### src/rtl/caravel_spiflash_pkg.sv
// Shared types and constants for the Caravel SPI flash read controller.
// Holds the controller state encoding, flash opcodes and the byte-order helper.
package caravel_spiflash_pkg;

    typedef enum logic [2:0] {
        ST_WAKE = 3'd0,
        ST_GAP  = 3'd1,
        ST_IDLE = 3'd2,
        ST_CMD  = 3'd3,
        ST_ADDR = 3'd4,
        ST_DATA = 3'd5,
        ST_ACK  = 3'd6
    } state_t;

    localparam logic [7:0] CMD_WAKE = 8'hAB;
    localparam logic [7:0] CMD_READ = 8'h03;
    localparam logic [2:0] GAP_LEN  = 3'd4;

    // The first byte on the wire lands in the least significant byte lane.
    function automatic logic [31:0] bswap32(input logic [31:0] w);
        return {w[7:0], w[15:8], w[23:16], w[31:24]};
    endfunction

endpackage

### src/rtl/caravel_spiflash_spi_shifter.sv
// SPI mode-0 shift engine: clock divider, MSB-first shift-out on falling edges,
// shift-in on rising edges. A new start on the done cycle chains frames seamlessly.
module spi_shifter #(
    parameter int CLK_DIV = 1
) (
    input  logic        clk,
    input  logic        rst,
    input  logic        start,
    input  logic [5:0]  len,
    input  logic [31:0] tx_data,
    input  logic        miso,
    output logic        sclk,
    output logic        mosi,
    output logic        done,
    output logic [31:0] rx_data
);
    localparam int DW = (CLK_DIV > 1) ? $clog2(CLK_DIV) : 1;

    logic [DW-1:0] div_r;
    logic [5:0]    bits_r;
    logic [31:0]   tx_r;
    logic [31:0]   rx_r;
    logic          sclk_r;
    logic          busy_r;
    logic          tick_s;

    assign tick_s  = busy_r && (div_r == DW'(CLK_DIV - 1));
    assign done    = tick_s && sclk_r && (bits_r == 6'd1);
    assign sclk    = sclk_r;
    assign mosi    = tx_r[31];
    assign rx_data = rx_r;

    // Divider, bit counter and both shift registers.
    always_ff @(posedge clk or posedge rst) begin
        if (rst) begin
            div_r  <= '0;
            bits_r <= 6'd0;
            tx_r   <= 32'h0000_0000;
            rx_r   <= 32'h0000_0000;
            sclk_r <= 1'b0;
            busy_r <= 1'b0;
        end else if (start) begin
            div_r  <= '0;
            bits_r <= len;
            tx_r   <= tx_data;
            sclk_r <= 1'b0;
            busy_r <= 1'b1;
        end else if (busy_r) begin
            if (tick_s) begin
                div_r <= '0;
                if (!sclk_r) begin
                    sclk_r <= 1'b1;
                    rx_r   <= {rx_r[30:0], miso};
                end else begin
                    sclk_r <= 1'b0;
                    tx_r   <= {tx_r[30:0], 1'b0};
                    bits_r <= bits_r - 6'd1;
                    busy_r <= (bits_r != 6'd1);
                end
            end else begin
                div_r <= div_r + DW'(1);
            end
        end
    end

endmodule

### src/rtl/caravel_spiflash.sv
// Wishbone-to-SPI flash read bridge: wakes the flash after reset, then serves
// 32-bit reads with 0x03 frames, streaming sequential words while CS stays low.
module caravel_spiflash
    import caravel_spiflash_pkg::*;
#(
    parameter int ADDR_WIDTH = 24,
    parameter int CLK_DIV    = 1,
    parameter bit STREAM     = 1'b1
) (
    input  logic        wb_clk_i,
    input  logic        wb_rst_i,
    input  logic        wb_cyc_i,
    input  logic        wb_stb_i,
    input  logic        wb_we_i,
    input  logic [3:0]  wb_sel_i,
    input  logic [31:0] wb_adr_i,
    input  logic [31:0] wb_dat_i,
    output logic        wb_ack_o,
    output logic [31:0] wb_dat_o,
    output logic        flash_csb,
    output logic        flash_clk,
    output logic        flash_io0,
    input  logic        flash_io1
);
    state_t                state_r, state_n;
    logic                  cs_r, cs_n;
    logic                  ack_r, ack_n;
    logic [31:0]           dat_r;
    logic [ADDR_WIDTH-1:0] addr_r, last_r, req_addr;
    logic [2:0]            gap_cnt_r;
    logic                  dat_ld, addr_ld, last_ld;
    logic                  sh_start, sh_done;
    logic [5:0]            sh_len;
    logic [31:0]           sh_tx, sh_rx;
    logic                  req_rd, req_wr, seq_hit;
    logic                  unused_bits;

    assign unused_bits = ^{wb_sel_i, wb_dat_i, wb_adr_i};

    // The ack guard keeps a still-asserted strobe from being taken twice.
    assign req_rd   = wb_cyc_i && wb_stb_i && !wb_we_i && !ack_r;
    assign req_wr   = wb_cyc_i && wb_stb_i && wb_we_i && !ack_r;
    assign req_addr = {wb_adr_i[ADDR_WIDTH-1:2], 2'b00};
    assign seq_hit  = STREAM && !cs_r && (req_addr == last_r + ADDR_WIDTH'(4));

    spi_shifter #(.CLK_DIV(CLK_DIV)) u_shifter (
        .clk     (wb_clk_i),
        .rst     (wb_rst_i),
        .start   (sh_start),
        .len     (sh_len),
        .tx_data (sh_tx),
        .miso    (flash_io1),
        .sclk    (flash_clk),
        .mosi    (flash_io0),
        .done    (sh_done),
        .rx_data (sh_rx)
    );

    // Next-state and frame sequencing; CS high in WAKE means the wake frame is not yet sent.
    always_comb begin
        state_n  = state_r;
        cs_n     = cs_r;
        ack_n    = 1'b0;
        sh_start = 1'b0;
        sh_len   = 6'd0;
        sh_tx    = 32'h0000_0000;
        dat_ld   = 1'b0;
        addr_ld  = 1'b0;
        last_ld  = 1'b0;
        case (state_r)
            ST_WAKE: begin
                if (cs_r) begin
                    sh_start = 1'b1;
                    sh_len   = 6'd8;
                    sh_tx    = {CMD_WAKE, 24'h00_0000};
                    cs_n     = 1'b0;
                end else if (sh_done) begin
                    state_n = ST_GAP;
                    cs_n    = 1'b1;
                end else begin
                    state_n = ST_WAKE;
                end
            end
            ST_GAP: begin
                if (gap_cnt_r == GAP_LEN - 3'd1) begin
                    state_n = ST_IDLE;
                end else begin
                    state_n = ST_GAP;
                end
            end
            ST_IDLE: begin
                if (req_wr) begin
                    ack_n = 1'b1;
                    cs_n  = STREAM ? 1'b1 : cs_r;
                end else if (req_rd && seq_hit) begin
                    state_n  = ST_DATA;
                    sh_start = 1'b1;
                    sh_len   = 6'd32;
                    addr_ld  = 1'b1;
                end else if (req_rd && !cs_r) begin
                    cs_n = 1'b1;
                end else if (req_rd) begin
                    state_n  = ST_CMD;
                    sh_start = 1'b1;
                    sh_len   = 6'd8;
                    sh_tx    = {CMD_READ, 24'h00_0000};
                    cs_n     = 1'b0;
                    addr_ld  = 1'b1;
                end else begin
                    state_n = ST_IDLE;
                end
            end
            ST_CMD: begin
                if (sh_done) begin
                    state_n  = ST_ADDR;
                    sh_start = 1'b1;
                    sh_len   = 6'(ADDR_WIDTH);
                    sh_tx    = 32'(addr_r) << (32 - ADDR_WIDTH);
                end else begin
                    state_n = ST_CMD;
                end
            end
            ST_ADDR: begin
                if (sh_done) begin
                    state_n  = ST_DATA;
                    sh_start = 1'b1;
                    sh_len   = 6'd32;
                end else begin
                    state_n = ST_ADDR;
                end
            end
            ST_DATA: begin
                if (sh_done) begin
                    state_n = ST_ACK;
                end else begin
                    state_n = ST_DATA;
                end
            end
            ST_ACK: begin
                state_n = ST_IDLE;
                ack_n   = 1'b1;
                dat_ld  = 1'b1;
                last_ld = 1'b1;
                cs_n    = STREAM ? 1'b0 : 1'b1;
            end
            default: begin
                state_n = ST_WAKE;
                cs_n    = 1'b1;
            end
        endcase
    end

    // Controller state and registered bus/flash-select outputs.
    always_ff @(posedge wb_clk_i or posedge wb_rst_i) begin
        if (wb_rst_i) begin
            state_r   <= ST_WAKE;
            cs_r      <= 1'b1;
            ack_r     <= 1'b0;
            dat_r     <= 32'h0000_0000;
            addr_r    <= '0;
            last_r    <= '0;
            gap_cnt_r <= 3'd0;
        end else begin
            state_r   <= state_n;
            cs_r      <= cs_n;
            ack_r     <= ack_n;
            gap_cnt_r <= (state_r == ST_GAP) ? gap_cnt_r + 3'd1 : 3'd0;
            if (dat_ld) dat_r <= bswap32(sh_rx);
            if (addr_ld) addr_r <= req_addr;
            if (last_ld) last_r <= addr_r;
        end
    end

    assign wb_ack_o  = ack_r;
    assign wb_dat_o  = dat_r;
    assign flash_csb = cs_r;

endmodule

### config.mk
export PLATFORM = sky130hd
export DESIGN_NAME = caravel_spiflash
export DESIGN_NICKNAME = d
export VERILOG_FILES = /design/src/rtl/caravel_spiflash_pkg.sv /design/src/rtl/caravel_spiflash_spi_shifter.sv /design/src/rtl/caravel_spiflash.sv
export SDC_FILE = /design/constraint.sdc
export NUM_CORES = 1
export LEC_CHECK = 0
export BUFFER_PORTS_ARGS = -buffer_cell sky130_fd_sc_hd__buf_4
export CAP_MARGIN = 20
export CORE_MARGIN = 2
export CORE_UTILIZATION = 60
export CTS_BUF_LIST = sky130_fd_sc_hd__clkbuf_2 sky130_fd_sc_hd__clkbuf_4 sky130_fd_sc_hd__clkbuf_8
export CTS_CLUSTER_DIAMETER = 40
export CTS_CLUSTER_SIZE = 16
export DETAILED_ROUTE_END_ITERATION = 16
export PLACE_DENSITY = 0.92
export SKIP_CTS_REPAIR_TIMING = 1
export SLEW_MARGIN = 30
export SYNTH_ARGS = -nofsm -noshare
export SYNTH_HDL_FRONTEND = slang
export SYNTH_SLANG_ARGS = --single-unit
### constraint.sdc
create_clock -name wb_clk_i -period 13.7 [get_ports wb_clk_i]
set_input_delay 4.11 -clock wb_clk_i [delete_from_list [all_inputs] [get_ports wb_clk_i]]
set_output_delay 4.11 -clock wb_clk_i [all_outputs]
set_load 0.02 [all_outputs]
---- Yosys cells after proc, flatten, opt, wreduce, memory -nomap -nowiden ----
Cells that the tools add are included.
word-level totals
  register bits ........................... 157
  input bits .............................. 74
  output and inout port bits .............. 36
  logic and storage cells ................. 124
operators by class
  add/sub/neg operators ................... 4
  reductions and logical operators ........ 25
  bitwise logic cells ..................... 4
  equality and inequality tests ........... 15
  mux-type cells .......................... 63
operators by type and width
  operator                                                                count
  32-bit two-way mux                                                      6
  26-bit two-way mux                                                      4
  32-bit case mux with 3 select lines                                     1
  6-bit two-way mux                                                       7
  1-bit two-way mux                                                       28
  24-bit by 3-bit adder with 24-bit output (second input constant)        1
  24-bit equality test                                                    1
  6-bit case mux with 4 select lines                                      1
  3-bit case mux with 7 select lines                                      1
  3-bit two-way mux                                                       6
  4-bit two-way mux                                                       3
  1-bit logical AND                                                       11
  3-bit by 2-bit equality test with 1-bit output (second input constant)  3
  3-bit equality test (second input constant)                             3
  3-bit AND reduction                                                     3
  6-bit by 1-bit equality test with 1-bit output (second input constant)  1
  3-bit != test (second input constant)                                   2
  6-bit by 1-bit != test with 1-bit output (second input constant)        1
  2-bit nonzero test                                                      3
  6-bit by 1-bit subtractor with 6-bit output (second input constant)     1
  5-bit two-way mux                                                       1
  2-bit two-way mux                                                       2
  2-bit != test (second input constant)                                   2
  4-bit != test (second input constant)                                   1
  13 further kinds                                                        18

---- Longest topological paths before layout ----
Gate-level depths: netlist of run 1.
  word-level depth ........................ 10
  mapped depth ............................ 12
  mapped depth without buffers ............ 10

---- By module ----
A second synthesis of run 1 with hierarchy kept.
second synthesis, totals
  cells, all modules ...................... 647
  area total of the unflattened synthesis .. 7756.2 um2
by module, submodules not included
  module            cells each  instances  seq. area each (um2)  area an instance (um2)
  caravel_spiflash  390         1          2103.3                4595.7
  spi_shifter       257         1          1826.8                3160.5

---- Worst setup path before layout of run 1 ----
Ideal clock, no wire load.
  path type ............................... input to register
  start ................................... input port wb_adr_i[4]
  end ..................................... register u_shifter.rx_r[0], in the netlist u_shifter.rx_data[0]
  arrival ................................. 6559 ps
  path buffers ............................ 1
  setup slack ............................. 7013 ps
  cell stages on the path ................. 10
  required time ........................... 13573 ps
  setup time .............................. 127 ps
  path through ............................ nand4b_1 a22oi_1 nand4_1 or4_1 or4_4 nor4_4 o21ai_2 nand4b_4 buf_6 mux2_1
between the ends
  word-level cells in the longest chain between the ends .. 8
ends and longest elaborated chain
  what                                  RTL line                            RTL
  start: declaration                    caravel_spiflash.sv:16              input logic [31:0] wb_adr_i,
  24-bit equality test                  caravel_spiflash.sv:44              assign seq_hit = STREAM && !cs_r && (req_addr == last_r + ADDR_WIDTH'(4));
  1-bit logical AND                     caravel_spiflash.sv:44
  1-bit logical AND                     caravel_spiflash.sv:95              end else if (req_rd && seq_hit) begin
  1-bit two-way mux                     caravel_spiflash.sv:95
  1-bit two-way mux                     caravel_spiflash.sv:92              if (req_wr) begin
  1-bit case mux with 3 select lines    caravel_spiflash.sv:70              case (state_r)
  1-bit inverter (no source line)       n/a
  4-bit AND reduction (no source line)  n/a
  end signal: assignment                caravel_spiflash_spi_shifter.sv:53  rx_r <= {rx_r[30:0], miso};
  end: declaration                      caravel_spiflash_spi_shifter.sv:22  logic [31:0] rx_r;
Every way passes these cells.
A chain may end at the register's enable or synchronous reset.

---- Worst setup path after layout of run 1 ----
  start ................................... input port wb_adr_i[4]
  end ..................................... register u_shifter.rx_r[16], in the netlist u_shifter.rx_data[16]
Same word-level chain as after synthesis.

==> results.py, run 1 <==
metrics = {
    "clock_network": {
        "clkTransAtPathRegs_ns": 0.08,
        "cts_num_sinks": 147,
        "clockRootBuffer": "clkbuf_8",
        "cts_buffers": 17,
        "cts_tree": "built",
        "clock_path_buffers": 2,
        "h-tree-depth": 4,
        "clock_latency_ns": 0.45,
    },
    "grt": {
        "grt_pass1_wl_mm": 25.6,
        "grt_util_all_layers": 0.256,
        "grt_overflow": 0,
        "grt_antenna_before_repair": 0,
        "grt_pass1_vias": 5205,
        "grt_max_degree": 84,
    },
    "yosys": {
        "synth_area_per_cell_um2": 11.9,
        "synth-edff-count": 0,
        "synth_flop_cell": "dfrtp_1",
        "synthSimpleGateAreaFrac": 0.139,
        "synth_cells": 585,
        "synthXorXnorAreaFrac": 0.0313,
        "synth_mux_area_frac": 0.178,
        "synth_compound_area_frac": 0.0900,
        "syn_nets": 664,
        "ys_ff_latch": 147,
        "synth_fa_ha_area_frac": 0.00895,
        "synth_top_family_by_area": "multiplexers",
        "async_flop_share": 1.00,
        "yosys_warnings": 0,
        "synth-seq-area-share": 0.526,
        "yosysUniqueCellTypes": 62,
        "netlist_area_um2": 6990,
    },
    "critical_path": {
        "path_class": "in -> reg",
        "cp.buffers_inverters": 1,
        "end_kind": "flop",
        "worstPathMaxFanout": 32,
        "cp.arrival_ns": 7.30,
        "slowest_stage": "or4_1",
        "crit_chain": "buf_4 -> nand4b_1 -> a22oi_1 -> nand4_1 -> or4_1 -> or4_4 -> nor4_4 -> o21ai_4 -> nand4b_4 -> mux2_1",
        "critPathRequiredTime_ns": 14.03,
        "path_delay_family": "simple AND/OR/NAND/NOR gates",
        "reg2reg_setup_slack_ns": 9.68,
        "start_kind": "input pin",
        "slowest_delay_ns": 0.53,
    },
    "sta": {
        "worst_pin_slew_ns": 0.757,
        "finalCritPeriodShare": 0.509,
        "fmax_ghz": 0.143,
        "max_slew_margin": 0.496,
        "finalWorstPathRequiredPeriod_ns": 6.98,
        "setup_viol": 0,
        "tns_ns": 0,
        "hold_viol_final": 0,
        "slew_viol_final": 0,
        "fin_skew_ns": 0.0103,
        "rsz0062_at_grt": "false",
    },
    "min_path": {
        "hold_path_class": "reg -> reg",
    },
    "final_layout": {
        "finish.utilization": 0.697,
        "final_common_cell": "dfrtp_1",
        "fill_cells": 817,
        "drive_gt1_frac": 0.297,
        "area_delta_synth_final_pct": 13.9,
        "layout_common_cells": "146 x dfrtp_1, 76 x mux2_2, 66 x buf_4, 48 x nand2_1, 33 x mux2_1",
        "diodes": 0,
        "final_nets": 725,
    },
    "route": {
        "wl_per_cell_um": 18.8,
        "postRouteAntennaNets": 0,
        "wl_mm": 15.1,
        "drt-initial-drc-count": 316,
        "drc": 0,
        "post_drt_via_cell_ratio": 6.12,
        "firstDrtPassIters": 5,
        "vias": 4908,
    },
    "power_and_ir_drop": {
        "swShare": 0.333,
        "irDropWorstVdd_mv": 0.123,
        "p_switching_w": 0.000425,
        "power_frac_seq": 0.482,
        "leakage_nw": 3.79,
        "internal_power_w": 0.000852,
        "pwr-share-clk": 0.250,
        "pwr-share-comb": 0.267,
        "powerDensity_nw_per_um2": 160,
    },
    "floorplanning": {
        "num_io_pins": 110,
        "dieWidth_um": 112,
        "rows": 39,
        "initial_utilization": 0.612,
        "dieHeight_um": 112,
        "fp.coreArea_um2": 11400,
        "die_area_um2": 12500,
    },
    "place": {
        "place_congestion": 0.834,
        "io_buffers": 63,
        "hpwl_mm": 9.99,
    },
    "run_status": {
        "status": "completed",
    },
    "run": {
        "cap_violations": 0,
    },
}
==> metrics by stage <==
step	instances	worst slack, ns	instance area [um2]	hold slack [ns]	total power, W
after detailed placement	769	6.13	7570	0.438	0.000960
after floorplan	585	5.64	6990	0.408	0.000872
after CTS	801	6.63	7940	0.449	0.00128
after global routing	802	6.56	7960	0.472	0.00135
after global placement	769	6.24	7560	0.423	0.000925
final	802	6.72	7960	0.445	0.00128
==> registers in the layout, summed over array words and instances, names as in the netlist <==
| name | count |
|---|---|
| flash_csb | 1 |
| gap_cnt_r | 3 |
| u_shifter.rx_data | 32 |
| u_shifter.div_r | 1 |
| u_shifter.busy_r | 1 |
| wb_ack_o | 1 |
| wb_dat_o | 32 |
| u_shifter.bits_r | 6 |
| state_r | 3 |
| u_shifter.tx_r | 22 |
| addr_r | 22 |
| u_shifter.sclk | 1 |
| last_r | 22 |
==> worst paths after layout <==
kind | to | cells past startpoint | startpoint
max | u_shifter.rx_data[16] | 10 | wb_adr_i[4]
min | gap_cnt_r[0] | 1 | gap_cnt_r[0]
max reg2reg | u_shifter.rx_data[16] | 8 | last_r[7]
min reg2reg | gap_cnt_r[0] | 1 | gap_cnt_r[0]
max in group asynchronous | gap_cnt_r[1] | 3 | wb_rst_i
min in group asynchronous | u_shifter.rx_data[4] | 2 | wb_rst_i
==> worst register-to-register path, delay by kind of cell (launching register included) <==
kind | cells | cell delay (ns)
AO/OA/AOI/OAI | 2 | 0.95
AND/OR/NAND/NOR | 4 | 1.54
multiplexers | 2 | 0.95
flip-flops | 1 | 0.46
==> logic make-up after synthesis <==
family / Yosys count
flops: 147
buf+inv: 39
xor+xnor: 25
simple gates: 171
compound gates: 87
mux: 111
fa+ha+maj: 5
==> power groups by stage <==
stage,clock network (W),registers [W],logic [W]
after floorplan,0,0.000600,0.000273
after global placement,0,0.000611,0.000315
after detailed placement,0,0.000623,0.000337
after CTS,0.000328,0.000615,0.000343
after global routing,0.000347,0.000628,0.000379
final,0.000319,0.000616,0.000341
==> cell usage after synthesis (7+ instances only) <==
library cell | instances | area share
clkbuf_1 | 13 | 0.0070
mux2_1 | 33 | 0.053
xnor2_1 | 18 | 0.023
buf_2 | 10 | 0.0072
and3_1 | 24 | 0.021
nor2_1 | 20 | 0.011
a21oi_1 | 16 | 0.011
nand3_1 | 14 | 0.010
o22a_1 | 20 | 0.025
xor2_1 | 7 | 0.0088
mux2_2 | 76 | 0.12
nand2b_1 | 7 | 0.0063
nor3_1 | 13 | 0.0093
nand2_1 | 48 | 0.026
dfrtp_1 | 146 | 0.52
inv_1 | 13 | 0.0070
o21ai_0 | 16 | 0.011
==> per-layer routing <==
layer / vias up / global-route usage / wire length (um)
met1: 2487 / 0.320 / 6240
met3: 24 / 0.0757 / 867
li1: 2260 / - / -
met5: - / 0 / 0
met4: 0 / 0.0797 / 257
met2: 137 / 0.435 / 7740
==> cell type report <==
class,count,area (um2),share of cell area
Timing Repair Buffer,68,522,0.0655
Sequential cell,147,3680,0.462
Tap cell,143,179,0.0225
Clock buffer,18,241,0.0303
Inverter,13,53.8,0.00676
Clock inverter,14,128,0.0160
Multi-Input combinational cell,399,3160,0.397
Note: power is estimated with default switching activity, not from simulation.
==> run 2, diff against run 1 <==
--- a/config.mk
+++ b/config.mk
@@ -8,12 +8,12 @@
 export BUFFER_PORTS_ARGS = -buffer_cell sky130_fd_sc_hd__buf_4
 export CAP_MARGIN = 20
 export CORE_MARGIN = 2
-export CORE_UTILIZATION = 60
+export CORE_UTILIZATION = 59
 export CTS_BUF_LIST = sky130_fd_sc_hd__clkbuf_2 sky130_fd_sc_hd__clkbuf_4 sky130_fd_sc_hd__clkbuf_8
 export CTS_CLUSTER_DIAMETER = 40
 export CTS_CLUSTER_SIZE = 16
 export DETAILED_ROUTE_END_ITERATION = 16
-export PLACE_DENSITY = 0.92
+export PLACE_DENSITY = 0.91
 export SKIP_CTS_REPAIR_TIMING = 1
 export SLEW_MARGIN = 30
 export SYNTH_ARGS = -nofsm -noshare
==> constraint.sdc (replaced) <==
create_clock -name wb_clk_i -period 6.6 [get_ports wb_clk_i]
set_input_delay 1.98 -clock wb_clk_i [delete_from_list [all_inputs] [get_ports wb_clk_i]]
set_output_delay 1.98 -clock wb_clk_i [all_outputs]
set_load 0.02 [all_outputs]
==> results.py, run 2 (same netlist as run 1, synthesis figures left out) <==
metrics = {
    "sta": {
        "worst_pin_slew_ns": 0.954,
        "setup_viol": 0,
        "finalCritPeriodShare": 0.750,
        "tns_ns": 0,
        "fmax_ghz": 0.202,
        "finalWorstPathRequiredPeriod_ns": 4.95,
        "slew_viol_final": 0,
        "fin_skew_ns": 0.0123,
        "max_slew_margin": 0.364,
        "rsz0062_at_grt": "false",
        "hold_viol_final": 0,
        "setup_ws_ns": 1.65,
    },
    "critical_path": {
        "critPathRequiredTime_ns": 6.93,
        "worstPathMaxFanout": 32,
        "crit_chain": "buf_4 -> nand4b_1 -> a22oi_1 -> nand4_1 -> or4_1 -> or4_4 -> nor4_4 -> o21ai_2 -> nand4b_4 -> mux2_1",
        "path_class": "in -> reg",
        "start_kind": "input pin",
        "cp.arrival_ns": 5.28,
        "end_kind": "flop",
        "slowest_stage": "or4_4",
        "slowest_delay_ns": 0.53,
    },
    "clock_network": {
        "cts_tree": "built",
        "clock_latency_ns": 0.45,
        "clockRootBuffer": "clkbuf_8",
        "h-tree-depth": 4,
        "cts_buffers": 17,
        "cts_num_sinks": 147,
        "clock_path_buffers": 2,
        "clkTransAtPathRegs_ns": 0.08,
    },
    "power_and_ir_drop": {
        "internal_power_w": 0.00182,
        "pwr-share-comb": 0.260,
        "p_switching_w": 0.000847,
        "finalPower_w": 0.00267,
        "powerDensity_nw_per_um2": 334,
        "pwr-share-clk": 0.262,
        "power_frac_seq": 0.478,
        "leakage_nw": 3.78,
        "irDropWorstVdd_mv": 0.202,
        "swShare": 0.318,
    },
    "place": {
        "place_congestion": 0.845,
        "io_buffers": 63,
        "hpwl_mm": 9.74,
        "pre_cts_slack_ns": 1.16,
    },
    "floorplanning": {
        "fp.coreArea_um2": 11500,
        "dieHeight_um": 113,
        "rows": 39,
        "dieWidth_um": 113,
        "num_io_pins": 110,
        "initial_utilization": 0.610,
        "die_area_um2": 12700,
    },
    "final_layout": {
        "final_common_cell": "dfrtp_1",
        "diodes": 0,
        "fill_cells": 760,
        "area_delta_synth_final_pct": 14.2,
        "finish.utilization": 0.696,
        "drive_gt1_frac": 0.298,
        "layout_common_cells": "146 x dfrtp_1, 76 x mux2_2, 69 x buf_4, 48 x nand2_1, 33 x mux2_1",
        "final_nets": 726,
    },
    "route": {
        "drc": 0,
        "firstDrtPassIters": 5,
        "postRouteAntennaNets": 0,
        "vias": 4913,
        "post_drt_via_cell_ratio": 6.12,
        "drt-initial-drc-count": 318,
        "wl_per_cell_um": 18.1,
        "wl_mm": 14.5,
    },
    "grt": {
        "grt_util_all_layers": 0.236,
        "grt_overflow": 0,
        "grt_pass1_wl_mm": 24.1,
        "grt_antenna_before_repair": 0,
        "grt_max_degree": 85,
        "grt_pass1_vias": 5043,
    },
    "run": {
        "cap_violations": 0,
    },
    "min_path": {
        "hold_path_class": "reg -> reg",
    },
    "run_status": {
        "status": "completed",
    },
}
-- run 2: power by group through the flow --
stage | Clock (W) | Sequential, W | Combinational [W]
global route | 0.000748 | 0.00130 | 0.000760
detailed placement | 0 | 0.00129 | 0.000695
CTS | 0.000713 | 0.00127 | 0.000699
global placement | 0 | 0.00127 | 0.000653
floorplan | 0 | 0.00124 | 0.000566
finish | 0.000698 | 0.00128 | 0.000694
-- run 2: final cells by class --
class | count | area (um2) | area share
multi-input combinational | 399 | 3140 | 0.394
clock buffer | 23 | 317 | 0.0397
sequential | 147 | 3680 | 0.461
clock inverter | 9 | 92.6 | 0.0116
inverter | 13 | 53.8 | 0.00674
timing repair buffer | 69 | 518 | 0.0649
tap | 143 | 179 | 0.0224
-- run 2: through the flow --
| stage | instance area, um2 | hold slack [ns] | cells |
|---|---|---|---|
| final | 7980 | 0.432 | 803 |
| after global routing | 7980 | 0.455 | 803 |
| after CTS | 7980 | 0.437 | 803 |
| after detailed placement | 7570 | 0.427 | 771 |
| after global placement | 7570 | 0.420 | 771 |
| after floorplan | 6990 | 0.408 | 585 |
-- run 2: path summary, 6_finish.rpt --
| kind | from | endpoint | slack [ns] | depth (start not counted) |
|---|---|---|---|---|
| hold reg to reg | gap_cnt_r[0] | gap_cnt_r[0] | 0.43 | 1 |
| hold / removal | gap_cnt_r[0] | gap_cnt_r[0] | 0.43 | 1 |
| min in group asynchronous | wb_rst_i | u_shifter.tx_r[15] | 1.63 | 2 |
| setup reg to reg | last_r[7] | u_shifter.rx_data[10] | 2.32 | 8 |
| setup / recovery | wb_adr_i[4] | u_shifter.rx_data[10] | 1.65 | 10 |
| max in group asynchronous | wb_rst_i | u_shifter.rx_data[27] | 3.73 | 3 |
-- run 2: routing by layer --
layer | up-vias | wire [um] | global-route usage | share of wire
li1 | 2256 | - | - | -
met1 | 2467 | 6020 | 0.290 | 0.41
met2 | 164 | 7300 | 0.388 | 0.50
met3 | 26 | 977 | 0.0675 | 0.067
met4 | 0 | 238 | 0.110 | 0.016
met5 | - | 0 | 0 | 0
-- run 2: critical path, delay by kind of cell --
family / cells / cell delay, ns
AO/OA/AOI/OAI: 2 / 0.56
buffers and inverters: 1 / 0.13
multiplexers: 1 / 0.39
AND/OR/NAND/NOR: 6 / 2.19
